## config.mk

```make
export PLATFORM = sky130hd
export DESIGN_NAME = fir_mac_sequencer_flat
export DESIGN_NICKNAME = d
export VERILOG_FILES = /design/src/rtl/fir_mac_sequencer_if.sv /design/src/rtl/fir_mac_sequencer.sv /design/src/flat_wrapper.sv
export SDC_FILE = /design/constraint.sdc
export NUM_CORES = 2
export LEC_CHECK = 0
export ABC_AREA = 0
export CORE_ASPECT_RATIO = 0.6
export CORE_MARGIN = 2
export CORE_UTILIZATION = 49
export DETAILED_ROUTE_END_ITERATION = 8
export GPL_TIMING_DRIVEN = 0
export PLACE_DENSITY_LB_ADDON = 0.1
export SLEW_MARGIN = 20
export SYNTH_ARGS = -nofsm -noshare
export SYNTH_HDL_FRONTEND = slang
export SYNTH_SLANG_ARGS = --single-unit
```

## constraint.sdc

```tcl
create_clock -name clk -period 20.9 [get_ports clk]
set_input_delay 4.18 -clock clk [delete_from_list [all_inputs] [get_ports clk]]
set_output_delay 4.18 -clock clk [all_outputs]
set_load 0.01 [all_outputs]
```

## src/rtl/fir_mac_sequencer_if.sv

```systemverilog
// Stream, coefficient and status signals of the time-multiplexed FIR sequencer.
// The slave modport is the sequencer's view; master is the source/sink/host side.
interface fir_mac_sequencer_if #(
    parameter int unsigned N_TAPS = 16,
    parameter int unsigned DW     = 16,
    parameter int unsigned AW     = 32
);
    localparam int unsigned AddrW = $clog2(N_TAPS);

    logic             s_valid;
    logic             s_ready;
    logic [DW-1:0]    s_data;
    logic             coef_we;
    logic [AddrW-1:0] coef_addr;
    logic [DW-1:0]    coef_data;
    logic             coef_err;
    logic             flush;
    logic             m_valid;
    logic             m_ready;
    logic [AW-1:0]    m_data;
    logic             busy;

    modport slave (
        input  s_valid, s_data, coef_we, coef_addr, coef_data, flush, m_ready,
        output s_ready, coef_err, m_valid, m_data, busy
    );

    modport master (
        output s_valid, s_data, coef_we, coef_addr, coef_data, flush, m_ready,
        input  s_ready, coef_err, m_valid, m_data, busy
    );
endinterface

```

## src/rtl/fir_mac_sequencer.sv

```systemverilog
// Single-multiplier FIR: one tap per cycle over a circular delay line, with
// coefficient registers, flush and valid/ready handshakes on both streams.
module fir_mac_sequencer #(
    parameter int unsigned N_TAPS = 16,
    parameter int unsigned DW     = 16,
    parameter int unsigned AW     = 32
) (
    input  logic                  clk,
    input  logic                  rst_n,
    fir_mac_sequencer_if.slave    bus
);
    localparam int unsigned AddrW = $clog2(N_TAPS);
    typedef logic [AddrW-1:0] addr_t;
    typedef logic [AddrW:0]   addr_ext_t;
    localparam addr_t LastTap = addr_t'(N_TAPS - 1);

    typedef enum logic [1:0] {StClear, StIdle, StMac} state_e;

    state_e               state_q, state_d;
    addr_t                wptr_q, wptr_d;
    addr_t                k_q, k_d;
    logic [AW-1:0]        acc_q, acc_d;
    logic [AW-1:0]        m_data_q, m_data_d;
    logic                 m_valid_q, m_valid_d;
    logic                 coef_err_q, coef_err_d;
    logic signed [DW-1:0] coef_q [N_TAPS];
    logic signed [DW-1:0] coef_d [N_TAPS];
    logic signed [DW-1:0] dline_q [N_TAPS];
    logic signed [DW-1:0] dline_d [N_TAPS];

    addr_t                  rd_addr;
    logic signed [2*DW-1:0] prod;
    logic [AW-1:0]          prod_ext;
    logic                   s_ready;
    logic                   s_fire;
    logic                   coef_bad_addr;

    assign s_ready       = (state_q == StIdle) && (!m_valid_q || bus.m_ready);
    assign s_fire        = s_ready && bus.s_valid;
    assign coef_bad_addr = addr_ext_t'(bus.coef_addr) >= addr_ext_t'(N_TAPS);

    // Tap k reads x[n-k], stored at (wptr - k) mod N_TAPS.
    always_comb begin
        if (wptr_q >= k_q) begin
            rd_addr = wptr_q - k_q;
        end else begin
            rd_addr = addr_t'(addr_ext_t'(wptr_q) + addr_ext_t'(N_TAPS) - addr_ext_t'(k_q));
        end
        prod     = coef_q[k_q] * dline_q[rd_addr];
        prod_ext = AW'(prod);
    end

    always_comb begin
        state_d    = state_q;
        wptr_d     = wptr_q;
        k_d        = k_q;
        acc_d      = acc_q;
        m_data_d   = m_data_q;
        m_valid_d  = m_valid_q && !bus.m_ready;
        coef_err_d = 1'b0;
        coef_d     = coef_q;
        dline_d    = dline_q;

        // Rejecting writes during MAC keeps one pass on a single coefficient set.
        if (bus.coef_we) begin
            if (state_q == StMac || coef_bad_addr) begin
                coef_err_d = 1'b1;
            end else begin
                coef_d[bus.coef_addr] = bus.coef_data;
            end
        end

        unique case (state_q)
            StClear: begin
                dline_d[k_q] = '0;
                wptr_d       = '0;
                if (k_q == LastTap) begin
                    k_d     = '0;
                    state_d = StIdle;
                end else begin
                    k_d = k_q + addr_t'(1);
                end
            end
            StIdle: begin
                if (s_fire) begin
                    dline_d[wptr_q] = bus.s_data;
                    acc_d           = '0;
                    k_d             = '0;
                    state_d         = StMac;
                end else if (bus.flush) begin
                    k_d     = '0;
                    state_d = StClear;
                end
            end
            StMac: begin
                acc_d = acc_q + prod_ext;
                if (k_q == LastTap) begin
                    m_data_d  = acc_d;
                    m_valid_d = 1'b1;
                    wptr_d    = (wptr_q == LastTap) ? '0 : wptr_q + addr_t'(1);
                    k_d       = '0;
                    state_d   = StIdle;
                end else begin
                    k_d = k_q + addr_t'(1);
                end
            end
            default: begin
                k_d     = '0;
                state_d = StClear;
            end
        endcase
    end

    always_ff @(posedge clk or negedge rst_n) begin
        if (!rst_n) begin
            state_q    <= StClear;
            wptr_q     <= '0;
            k_q        <= '0;
            acc_q      <= '0;
            m_data_q   <= '0;
            m_valid_q  <= 1'b0;
            coef_err_q <= 1'b0;
            coef_q     <= '{default: '0};
        end else begin
            state_q    <= state_d;
            wptr_q     <= wptr_d;
            k_q        <= k_d;
            acc_q      <= acc_d;
            m_data_q   <= m_data_d;
            m_valid_q  <= m_valid_d;
            coef_err_q <= coef_err_d;
            coef_q     <= coef_d;
        end
    end

    // The delay line is zeroed by CLEAR, so it needs no reset.
    always_ff @(posedge clk) begin
        dline_q <= dline_d;
    end

    assign bus.s_ready  = s_ready;
    assign bus.m_valid  = m_valid_q;
    assign bus.m_data   = m_data_q;
    assign bus.coef_err = coef_err_q;
    assign bus.busy     = (state_q != StIdle);
endmodule

```

## src/flat_wrapper.sv

```systemverilog
// flat-port wrapper written by rule: the top's interface ports become plain ports
module fir_mac_sequencer_flat 
#(
    parameter int unsigned N_TAPS = 16,
    parameter int unsigned DW     = 16,
    parameter int unsigned AW     = 32
)
  (clk, rst_n, bus_s_valid, bus_s_data, bus_coef_we, bus_coef_addr, bus_coef_data, bus_flush, bus_m_ready, bus_s_ready, bus_coef_err, bus_m_valid, bus_m_data, bus_busy);
  fir_mac_sequencer_if #(.N_TAPS(N_TAPS), .DW(DW), .AW(AW)) bus_i ();
  input  logic clk;
  input  logic rst_n;
  input wire logic [$bits(bus_i.s_valid)-1:0] bus_s_valid;
  input wire logic [$bits(bus_i.s_data)-1:0] bus_s_data;
  input wire logic [$bits(bus_i.coef_we)-1:0] bus_coef_we;
  input wire logic [$bits(bus_i.coef_addr)-1:0] bus_coef_addr;
  input wire logic [$bits(bus_i.coef_data)-1:0] bus_coef_data;
  input wire logic [$bits(bus_i.flush)-1:0] bus_flush;
  input wire logic [$bits(bus_i.m_ready)-1:0] bus_m_ready;
  output wire logic [$bits(bus_i.s_ready)-1:0] bus_s_ready;
  output wire logic [$bits(bus_i.coef_err)-1:0] bus_coef_err;
  output wire logic [$bits(bus_i.m_valid)-1:0] bus_m_valid;
  output wire logic [$bits(bus_i.m_data)-1:0] bus_m_data;
  output wire logic [$bits(bus_i.busy)-1:0] bus_busy;
  assign bus_i.s_valid = bus_s_valid;
  assign bus_i.s_data = bus_s_data;
  assign bus_i.coef_we = bus_coef_we;
  assign bus_i.coef_addr = bus_coef_addr;
  assign bus_i.coef_data = bus_coef_data;
  assign bus_i.flush = bus_flush;
  assign bus_i.m_ready = bus_m_ready;
  assign bus_s_ready = bus_i.s_ready;
  assign bus_coef_err = bus_i.coef_err;
  assign bus_m_valid = bus_i.m_valid;
  assign bus_m_data = bus_i.m_data;
  assign bus_busy = bus_i.busy;
  fir_mac_sequencer #(.N_TAPS(N_TAPS), .DW(DW), .AW(AW)) u_core (.clk(clk), .rst_n(rst_n), .bus(bus_i));
endmodule
```

==> metrics.md <==
| Metric | Value |
|---|---|
| DR iter-0 viols | 2,392 |
| # clock sinks | 588 |
| Net count, final | approximately 3,600 |
| Worst skew pair latency | roughly 650 ps |
| Status | finished, final reports clean |
| Die height | 220.7 um |
| CTS tree | done |
| Post-CTS Setup Bufs | 0 |
| Pin count of the biggest net entering global routing | slightly above 90 |
| Endpoint class of the critical path | flop |
| Proportion of layout cells with a drive suffix above 1 | between 10% and 20% |
| Post-layout min period | 11,840 ps |
| Drt pass-1 iters | 6 |
| Main area contributors after synthesis | dfrtp_1, edfxtp_1, fa_1 |
| Die area | a little over 80,000 um^2 |
| Placer Congestion | approximately 0.90 |
| Antenna violations before repair | 3 |
| Worst slew pin tran | around 1200 ps |
| MaxCap Viol Count | 0 |
| Final hold viol count | 0 |
| Maximum root-to-sink buffer count | 3 |
| Number of synthesized flops with an enable pin | 256 |
| Vias in the first global route | 26,684 |
| Final worst-path cycle share | 56.63% |
| H-tree depth | 2 |
| Drt drc | 0 |
| Syn Area/Cell | about 13 um^2 |
| Warnings, synthesis | 0 |
| Num CTS Buffers | slightly below 60 |
| PostCTS Resize Cnt | 0 |
| Post-synthesis async set-or-reset flop share | a little under three fifths |
| Setup ws final | approximately 9000 ps |
| DR vias/cell | between 5 and 6 |
| Final hold slack | between 400 and 500 ps |
| Arr. time, crit path | between 10,000 and 15,000 ps |
| DP Worst Slack | 9487 ps |
| Post-synthesis cell type count | between 50 and 60 |
| Worst-path fanout max | 10 |
| CP Depth | 31 |
| R2R depth | 31 |
| Critical path required time | 21,430 ps |
| Row Count | around 80 |
| Max_slew headroom | approximately 17% |
| Most used cell, CP | fa_1 |
| Clk pin slew, worst setup/hold paths | approximately 60 ps |
| Core area | slightly below 80,000 um^2 |
| First-pass GRT wire length | roughly 170,000 um |
| RSZ-0062 raised after global routing | no |
| CP max stage delay | ~960 ps |
| Cell taking the most area after synthesis | dfrtp_1 |
| Port Buffers | 75 |
| Fin. max-slew vios | 0 |
| Startpoint Class | flop |
| Hold path cells | 2 |
| Register area share after synthesis | 41.72% |
| Area Growth Syn to Fin | 11.38% |
| Critical path's top delay family | adder cells |
| HP Class | reg2reg |
| # IOs | 78 |
| Routed vias | 25,465 |
| Post-Syn Instances | around 3,000 |
| Starting Density | 49.47% |
| Worst path bufs/invs | 12 |
| Flops & latches, synth | approximately 600 |
| Clock Skew | 17.21 ps |
| Slowest cell on crit path | a21oi_1 |
| CTS root buf | clkbuf_16 |
| Syn_nets | ~3,400 |
| Top-area cell type share of the netlist area | about 22% |
| Synth Cell Area | approximately 38,000 um^2 |
| Kind of critical path | reg2reg |
| Antenna Violating Nets Remaining | 0 |
| Final setup viols | 0 |
| Fmax | between 80 and 90 MHz |
| Die W | 365.1 um |
| Most used DFF post-synth | dfrtp_1 |
| WL/cell | around 25 um |
| WL final | ~110,000 um |
| Setup tns final | 0 ps |
| Post-cts hold buffer count | 0 |
| Gr ovfl total | 0 |
| All-Layer GR Usage | 27.55% |
| Hpwl dp | a little over 80,000 um |
-- layer usage --
| layer | wire length [um] | global-route usage (%) | up-vias |
|---|---|---|---|
| met5 | 0 | 0 | - |
| met4 | 1924 | 5.487 | 0 |
| met3 | 9588 | 6.147 | 130 |
| met2 | 44400 | 38.76 | 1078 |
| met1 | 51270 | 43.58 | 13442 |
| li1 | - | - | 10815 |
-- worst reg2reg max path: cells and delay by family, from the launching register on --
kind                       cells  cell delay, ps
adders and majority gates      8            3990
buffers and inverters         12            3640
AOI/OAI and AO/OA              4            1750
and+or+nand+nor                4            1180
DFF                            1             490
muxes                          2             460
xor gates and xnor gates       1             230
-- synthesized netlist by cell type, drive strengths merged, types with 23 or more instances --
cell and count:
dfrtp 332, a22o 271, and2 51, mux4 138, buf 88, xnor2 31, edfxtp 256, mux2i 23
inv 339, mux2 278, nor2b 96, o21ai 41, a21oi 54, nand2b 33, clkbuf 126, nor2 118
nand2 190, fa 294, ha 108
-- path summary, 6_finish.rpt --
check | startpoint | endpoint | slack, ps
setup / recovery | u_core.k_q[1]$_DFFE_PN0P_ | u_core.acc_q[25]$_DFFE_PN0P_ | 9060
min in group asynchronous | rst_n | u_core.acc_q[31]$_DFFE_PN0P_ | 3530
max in group asynchronous | rst_n | u_core.coef_q[12]$_DFFE_PN0P_ | 15970
hold / removal | u_core.bus.m_data[21]$_DFFE_PN0P_ | u_core.bus.m_data[21]$_DFFE_PN0P_ | 470
hold reg to reg | u_core.bus.m_data[21]$_DFFE_PN0P_ | u_core.bus.m_data[21]$_DFFE_PN0P_ | 470
setup reg to reg | u_core.k_q[1]$_DFFE_PN0P_ | u_core.acc_q[25]$_DFFE_PN0P_ | 9060
-- cells by family after synthesis --
group	Yosys count	share of synthesized area, %
AO/OA/AOI/OAI	439	9.141
multiplexers	439	16.87
XOR/XNOR	40	0.9138
adder cells (fa/ha/maj)	402	18.88
buffers and inverters	554	5.799
AND/OR/NAND/NOR	534	6.674
flip-flops	588	41.72
-- area by class of cell --
class,count,area (um^2)
Sequential cell,588,16000
Tap cell,1053,1318
Antenna cell,3,7.507
Fill cell,6535,34790
Multi-Input combinational cell,1854,20200
Inverter,340,1276
Timing Repair Buffer,93,1003
Clock buffer,76,1602
Clock inverter,31,355.3
Buffer,214,947.2
-- flip-flops by register name, summed over array words and instances, names as in the netlist --
name / count
u_core.coef_q: 256
u_core.dline_q: 256
u_core.acc_q: 32
u_core.bus.m_data: 32
u_core.k_q: 4
u_core.wptr_q: 4
u_core.state_q: 2
u_core.bus.coef_err: 1
u_core.bus.m_valid: 1
-- through the flow --
step                util, %  cell area, um^2  cells
floorplan                 -            38340   2996
global placement      52.14            40410   4124
global route          55.09            42690   4249
finish                55.10            42700   4252
CTS                   55.07            42680   4248
detailed placement    52.55            40720   4141
-- layout by cell type, fill, tap and decap left out, drive strengths merged, types with 6 or more instances in the layout --
master         count
nor3              12
mux2             278
mux4             138
nor2             118
clkinv            20
edfxtp           256
mux2i             23
nor2b             96
ha               108
nand3             11
clkdlybuf4s50     74
and3               7
o21a               9
xnor2             31
clkbuf           202
nand2b            33
a211oi            13
a22o             271
nand2            190
bufinv             6
o21ai             41
buf              107
a21oi             54
fa               294
and2              51
inv              342
dfrtp            332
xor2               9
a32o              16
a21o              11
Power is not shown: default switching activity piles up to over one toggle a cycle in this logic, so the estimate is an artifact.
